### src/rtl/magia_print_pkg.sv
// Shared types and constants for the print/exit-code arbiter.
package magia_print_pkg;

  typedef enum logic {IDLE, LOCKED} arb_state_e;

  localparam int unsigned SrcW = 8;

  typedef struct packed {
    logic [SrcW-1:0] src;
    logic [7:0]      chr;
  } print_entry_t;

  localparam logic [7:0] NEWLINE = 8'h0A;
  localparam logic [7:0] NUL     = 8'h00;

endpackage

### src/rtl/magia_print_fifo.sv
// Synchronous FIFO of print entries with occupancy output; no write-to-read bypass.
module magia_print_fifo
  import magia_print_pkg::*;
#(
  parameter int unsigned Depth = 8
) (
  input  logic                     clk,
  input  logic                     rst_n,
  input  logic                     push_i,
  input  print_entry_t             wdata_i,
  input  logic                     pop_i,
  output print_entry_t             rdata_o,
  output logic                     valid_o,
  output logic                     full_o,
  output logic [$clog2(Depth):0]   level_o
);

  localparam int unsigned AW = $clog2(Depth);

  print_entry_t mem_q [Depth];
  logic [AW:0]  wr_ptr_q, rd_ptr_q;
  logic         do_push, do_pop;

  always_comb begin
    level_o = wr_ptr_q - rd_ptr_q;
    valid_o = (level_o != '0);
    full_o  = (level_o == (AW+1)'(Depth));
    do_pop  = pop_i & valid_o;
    // A full FIFO still accepts when the head leaves in the same cycle.
    do_push = push_i & (~full_o | do_pop);
    rdata_o = mem_q[rd_ptr_q[AW-1:0]];
  end

  always_ff @(posedge clk or posedge rst_n) begin
    if (rst_n) begin
      wr_ptr_q <= '0;
      rd_ptr_q <= '0;
    end else begin
      if (do_push) wr_ptr_q <= wr_ptr_q + 1'b1;
      if (do_pop)  rd_ptr_q <= rd_ptr_q + 1'b1;
    end
  end

  always_ff @(posedge clk) begin
    if (do_push) mem_q[wr_ptr_q[AW-1:0]] <= wdata_i;
  end

endmodule

### src/rtl/magia_print_arbiter.sv
// Round-robin, line-locked arbiter sharing one stdio sink and exit collector among requesters.
// Optional macro MAGIA_PRINT_LOCK_TIMEOUT_EN releases a lock held idle for LockTimeout cycles.
module magia_print_arbiter
  import magia_print_pkg::*;
#(
  parameter int unsigned NumReq      = 4,
  parameter int unsigned FifoDepth   = 8,
  parameter int unsigned LockTimeout = 64,
  parameter int unsigned ErrW        = 16
) (
  input  logic                         clk,
  input  logic                         rst_n,
  input  logic [NumReq-1:0]            req_valid_i,
  input  logic [NumReq*8-1:0]          req_data_i,
  input  logic [NumReq-1:0]            req_is_exit_i,
  output logic [NumReq-1:0]            req_ready_o,
  output logic                         out_valid_o,
  output logic [7:0]                   out_char_o,
  output logic [$clog2(NumReq)-1:0]    out_src_o,
  input  logic                         out_ready_i,
  output logic [NumReq-1:0]            exit_seen_o,
  output logic [ErrW-1:0]              err_sum_o,
  output logic                         eoc_o,
  output logic [$clog2(FifoDepth):0]   fifo_level_o
);

  localparam int unsigned IdxW = $clog2(NumReq);
  localparam int unsigned SumW = ((ErrW > 8) ? ErrW : 8) + 1;

  arb_state_e        state_q, state_d;
  logic [IdxW-1:0]   grant_q, grant_d, rr_q, rr_d;
  logic [IdxW-1:0]   sel_idx, cand, gidx, rr_next;
  logic              sel_any, granted, grant_ok, hs, release_lock, timeout;
  logic              cur_valid, cur_exit;
  logic [7:0]        cur_data;

  logic [NumReq-1:0] exit_seen_q, exit_seen_d;
  logic [ErrW-1:0]   err_sum_q, err_sum_d;
  logic              eoc_q, eoc_d;
  logic [SumW-1:0]   sum_ext;

  print_entry_t      wr_entry, head;
  logic              fifo_push, fifo_pop, fifo_valid, fifo_full;
  logic              unused_src_hi;

  // First valid requester at or after the round-robin pointer.
  always_comb begin
    sel_any = 1'b0;
    sel_idx = '0;
    cand    = '0;
    for (int unsigned i = 0; i < NumReq; i++) begin
      cand = IdxW'((32'(rr_q) + i) % NumReq);
      if (!sel_any && req_valid_i[cand]) begin
        sel_any = 1'b1;
        sel_idx = cand;
      end
    end
  end

  always_comb begin
    gidx         = (state_q == IDLE) ? sel_idx : grant_q;
    granted      = (state_q == IDLE) ? sel_any : 1'b1;
    cur_valid    = req_valid_i[gidx];
    cur_exit     = req_is_exit_i[gidx];
    cur_data     = req_data_i[8*gidx +: 8];
    fifo_pop     = fifo_valid & out_ready_i;
    grant_ok     = granted & (cur_exit | ~fifo_full | fifo_pop) & ~rst_n;
    hs           = grant_ok & cur_valid;
    release_lock = hs & (cur_exit | (cur_data == NEWLINE));
    fifo_push    = hs & ~cur_exit & (cur_data != NUL);
    rr_next      = (gidx == IdxW'(NumReq - 1)) ? '0 : gidx + 1'b1;
    wr_entry.src = SrcW'(gidx);
    wr_entry.chr = cur_data;
  end

`ifdef MAGIA_PRINT_LOCK_TIMEOUT_EN
  localparam int unsigned CntW = $clog2(LockTimeout) + 1;
  logic [CntW-1:0] cnt_q, cnt_d;

  always_comb begin
    timeout = (state_q == LOCKED) & ~hs & (cnt_q == CntW'(LockTimeout - 1));
    cnt_d   = ((state_q != LOCKED) || hs) ? '0 : cnt_q + 1'b1;
  end

  always_ff @(posedge clk or posedge rst_n) begin
    if (rst_n) cnt_q <= '0;
    else       cnt_q <= cnt_d;
  end
`else
  logic unused_timeout;
  assign unused_timeout = ^LockTimeout;
  assign timeout = 1'b0;
`endif

  // FSM: state register
  always_ff @(posedge clk or posedge rst_n) begin
    if (rst_n) begin
      state_q <= IDLE;
      grant_q <= '0;
      rr_q    <= '0;
    end else begin
      state_q <= state_d;
      grant_q <= grant_d;
      rr_q    <= rr_d;
    end
  end

  // FSM: next state
  always_comb begin
    state_d = state_q;
    grant_d = grant_q;
    rr_d    = rr_q;
    unique case (state_q)
      IDLE: begin
        if (sel_any) begin
          if (release_lock) begin
            rr_d = rr_next;
          end else begin
            state_d = LOCKED;
            grant_d = sel_idx;
          end
        end
      end
      LOCKED: begin
        if (release_lock || timeout) begin
          state_d = IDLE;
          rr_d    = rr_next;
        end
      end
      default: state_d = IDLE;
    endcase
  end

  // FSM: outputs
  always_comb begin
    req_ready_o = '0;
    if (grant_ok) req_ready_o[gidx] = 1'b1;
  end

  // Exit collection bypasses the FIFO.
  always_comb begin
    sum_ext     = SumW'(err_sum_q) + SumW'(cur_data);
    err_sum_d   = err_sum_q;
    exit_seen_d = exit_seen_q;
    if (hs && cur_exit) begin
      exit_seen_d[gidx] = 1'b1;
      if (sum_ext > SumW'({ErrW{1'b1}})) err_sum_d = '1;
      else                               err_sum_d = sum_ext[ErrW-1:0];
    end
    eoc_d = eoc_q | (&exit_seen_d);
  end

  always_ff @(posedge clk or posedge rst_n) begin
    if (rst_n) begin
      exit_seen_q <= '0;
      err_sum_q   <= '0;
      eoc_q       <= 1'b0;
    end else begin
      exit_seen_q <= exit_seen_d;
      err_sum_q   <= err_sum_d;
      eoc_q       <= eoc_d;
    end
  end

  magia_print_fifo #(
    .Depth (FifoDepth)
  ) u_fifo (
    .clk     (clk),
    .rst_n   (rst_n),
    .push_i  (fifo_push),
    .wdata_i (wr_entry),
    .pop_i   (fifo_pop),
    .rdata_o (head),
    .valid_o (fifo_valid),
    .full_o  (fifo_full),
    .level_o (fifo_level_o)
  );

  // Head contents are gated so the sink sees zeros while the FIFO is empty.
  assign out_valid_o   = fifo_valid;
  assign out_char_o    = fifo_valid ? head.chr : 8'h00;
  assign out_src_o     = fifo_valid ? head.src[IdxW-1:0] : '0;
  assign unused_src_hi = ^(head.src >> IdxW);

  assign exit_seen_o = exit_seen_q;
  assign err_sum_o   = err_sum_q;
  assign eoc_o       = eoc_q;

endmodule
### config.mk
export PLATFORM = sky130hd
export DESIGN_NAME = magia_print_arbiter
export DESIGN_NICKNAME = d
export VERILOG_FILES = /design/src/rtl/magia_print_pkg.sv /design/src/rtl/magia_print_fifo.sv /design/src/rtl/magia_print_arbiter.sv
export SDC_FILE = /design/constraint.sdc
export NUM_CORES = 1
export LEC_CHECK = 0
export ABC_AREA = 1
export ABC_CLOCK_PERIOD_IN_PS = 5000
export CORE_MARGIN = 8
export CORE_UTILIZATION = 55
export CTS_CLUSTER_DIAMETER = 50
export CTS_CLUSTER_SIZE = 20
export DETAILED_ROUTE_END_ITERATION = 6
export PLACE_DENSITY = 0.89
export SYNTH_ARGS = -nofsm -noshare
export SYNTH_HDL_FRONTEND = slang
export SYNTH_SLANG_ARGS = --single-unit
### constraint.sdc
create_clock -name clk -period 5 [get_ports clk]
set_input_delay 0.5 -clock clk [delete_from_list [all_inputs] [get_ports clk]]
set_output_delay 0.5 -clock clk [all_outputs]
set_load 0.01 [all_outputs]
==> metrics.txt <==
mapped cell area=6100 sq um; I/O Pins=between 80 and 90; Rel. slew slack=0.3887; fin. max-slew vios=0; top routing layer in use=met4; Post-synth EDFFs=80; Final HPWL DP=approximately 11 mm; vias in the first global route=5418; final layout net count=809; CP max FO=19; library cells used by synthesis=between 40 and 50; Core Region=10840 sq um; via/cell ratio=approximately 5.8; met2 wire length=approximately 8.0 mm; Finish-stage setup viols=0; pin count of the biggest net entering global routing=43; sequential share of the synthesized area=0.5333; P_leak=3.197 nW; DRC=0; CTS clk-pin slew, worst paths=0.06 ns; Max Cap Viol=0; critical path's slowest cell=dfrtp_2; aggregate global-route resource usage=0.2240; Initial Util=0.5627; path category of the worst min-delay check=reg2reg; clk_lat worst skew=0.51 ns; CTS Buffer Depth=2; share of layout cells above drive strength 1=0.1120; period utilization=0.9119; Post-DRT Antenna Nets=0; async set-or-reset flop fraction in the synthesized netlist=0.2982; CP max stage delay=0.50 ns; routability cong.=0.9013; H-tree depth=4; RSZ-0062 raised after global routing=false; met3 routed WL=1.478 mm; aggregate routed wire length=between 15 and 20 mm; initial antenna violation count=0; Worst EP required=5.42 ns; Place WS=-0.06645 ns; critical path arrival=4.98 ns; Worst setup EP type=register; Highest Clock Rate=219.3 MHz; most frequent cells in the layout=179 x nand2_1, 82 x clkdlybuf4s50_1, 80 x edfxtp_1, 56 x inv_1, 47 x nand3_1; crit path launch=rr_q[0]$_DFFE_PP0P_; P&R area growth vs syn=25.66%; Syn Area/Cell=9.341 sq um; min-delay src=eoc_o$_DFF_PP0_; TritonCTS Sinks=114; Final Hold Vio Count=0; cell mode on critical path=nand2_1; Inserted Diodes=0; power per cell area=828.9 nW/um^2; Yosys reg bits=~110; Fin Clk Skew=0.007927 ns; Inst Count DP=868; Peak VDD IR=approximately 0.52 mV; chip height=approximately 120 um; CP Buf/Inv Count=5; CTS tree=done; initial drt markers=~430; minimum clock period=4.560 ns; Port-buffer cells=82; Clock Tree Root=clkbuf_8; worst reg-to-reg setup slack=0.44 ns; Design Power=0.006353 W; Met1 Wirelength=6.057 mm; WS Path Type=reg2reg; WL/cell=17.75 um; status=completed; drt first pass iters=5; critical path launch point type=register; yosys warns=0; prevailing post-synth register cell=edfxtp_1; Die ar.=14720 sq um; final setup margin=0.4404 ns; first-pass GRT wire length=about 26 mm; Synth area leader=edfxtp_1; r2r startpoint=rr_q[0]$_DFFE_PP0P_; Chip Width=121.3 um; Mapped Cells=653; Fillers=757; postcts setup bufs=0; via count=5223; Setup Total Neg Slack=0 ns; Final Instance Count excl. Fillers=899; global route overflow=0; Slew @ Worst Pin=0.9100 ns; CTS Buf Count=17; family with the most delay on the worst path=simple AND/OR/NAND/NOR gates; row count=38; Post-Syn Nets=715; most common cell after layout, fill and taps aside=nand2_1; top cells by area, synth=edfxtp_1 39%, dfrtp_1 14%, nand2_1 11%; share of the synthesized area in the top cell type=0.3938
worst paths after layout:
kind / to / cells after the start
worst max-delay path: err_sum_o[2]$_DFFE_PP0P_ / 25
worst min-delay path: eoc_o$_DFF_PP0_ / 2
worst max register to register: err_sum_o[2]$_DFFE_PP0P_ / 25
worst min register to register: eoc_o$_DFF_PP0_ / 2
max in group asynchronous: rr_q[0]$_DFFE_PP0P_ / 3
min in group asynchronous: exit_seen_o[0]$_DFF_PP0_ / 3
timing repair:
| action | CTS | global route |
|---|---|---|
| endpoints found under the setup margin | 0 | 14 |
| gates resized for setup | 0 | 3 |
| hold buffers | 0 | 0 |
worst reg2reg max path: stages, from the launching register on:
cell and delay (ns):
dfrtp_2 0.50, inv_8 0.11, nand2_1 0.07, nand3_1 0.12
nand2_2 0.10, nor2_4 0.16, nand3_2 0.09, nand2_2 0.12
o21ai_4 0.13, inv_4 0.20, nand2_1 0.08, nand3_1 0.07
nand2_1 0.10, inv_2 0.16, ha_1 0.21, inv_1 0.06
fa_1 0.43, o21ai_1 0.30, nand4_1 0.16, o211ai_1 0.16
inv_1 0.12, nor3_1 0.23, nand3_1 0.19, nor2_1 0.21
nand2_1 0.24, o211ai_1 0.17
cell type report:
type                            instances  area [sq um]  share of cell area
Multi-Input combinational cell        446          2430              0.3170
Tap cell                              140         175.2             0.02285
Clock inverter                         12         165.2             0.02155
Timing Repair Buffer                   99         948.4              0.1237
Inverter                               69         270.3             0.03526
Sequential cell                       114          3254              0.4246
Clock buffer                           19         421.7             0.05501
metal layers:
layer	vias to the layer above	global-route usage
met2	299	0.3923
li1	2406	-
met3	49	0.06980
met4	0	0.08867
met5	-	0
met1	2469	0.2479
where the power goes:
part	internal, W	switching, W	total [W]
clock	0.000799	0.000410	0.00121
sequential	0.00141	0.000184	0.00160
combinational	0.00134	0.00221	0.00355
Yosys cell counts, types with 4 or more instances:
master and count:
a211oi_1 10, a21oi_1 41, a22oi_1 10, a32o_1 10
buf_6 6, clkbuf_1 15, dfrtp_1 34, edfxtp_1 80
ha_1 17, inv_1 57, inv_2 6, nand2_1 179
nand2_2 11, nand3_1 47, nand3_2 5, nand4_1 7
nor2_1 41, nor2_2 4, nor3_1 8, o21a_1 4
o21ai_0 8, o21ai_1 8, xnor2_1 5, xor2_1 11
stage by stage:
step | cell area (sq um) | utilization | hold slack, ns
floorplan | 6100 | - | 0.4422
global placement | 7077 | 0.6528 | 0.4505
detailed placement | 7077 | 0.6528 | 0.4596
CTS | 7664 | 0.7069 | 0.4776
global route | 7665 | 0.7071 | 0.5101
finish | 7665 | 0.7071 | 0.4755
sequential cells by signal, summed over array words and instances (netlist names):
register	cells
u_fifo.mem_q	80
err_sum_o	16
exit_seen_o	4
u_fifo.rd_ptr_q	4
u_fifo.wr_ptr_q	4
grant_q	2
rr_q	2
eoc_o	1
state_q	1
kinds of logic after synthesis:
logic type | Yosys count | share of synthesized area
AO/OA/AOI/OAI | 97 | 0.1017
buffers and inverters | 93 | 0.06831
XOR/XNOR | 16 | 0.02297
adder cells (fa/ha/maj) | 19 | 0.04144
flip-flops | 114 | 0.5333
AND/OR/NAND/NOR | 314 | 0.2322
Power figures use the tool's default switching activity.
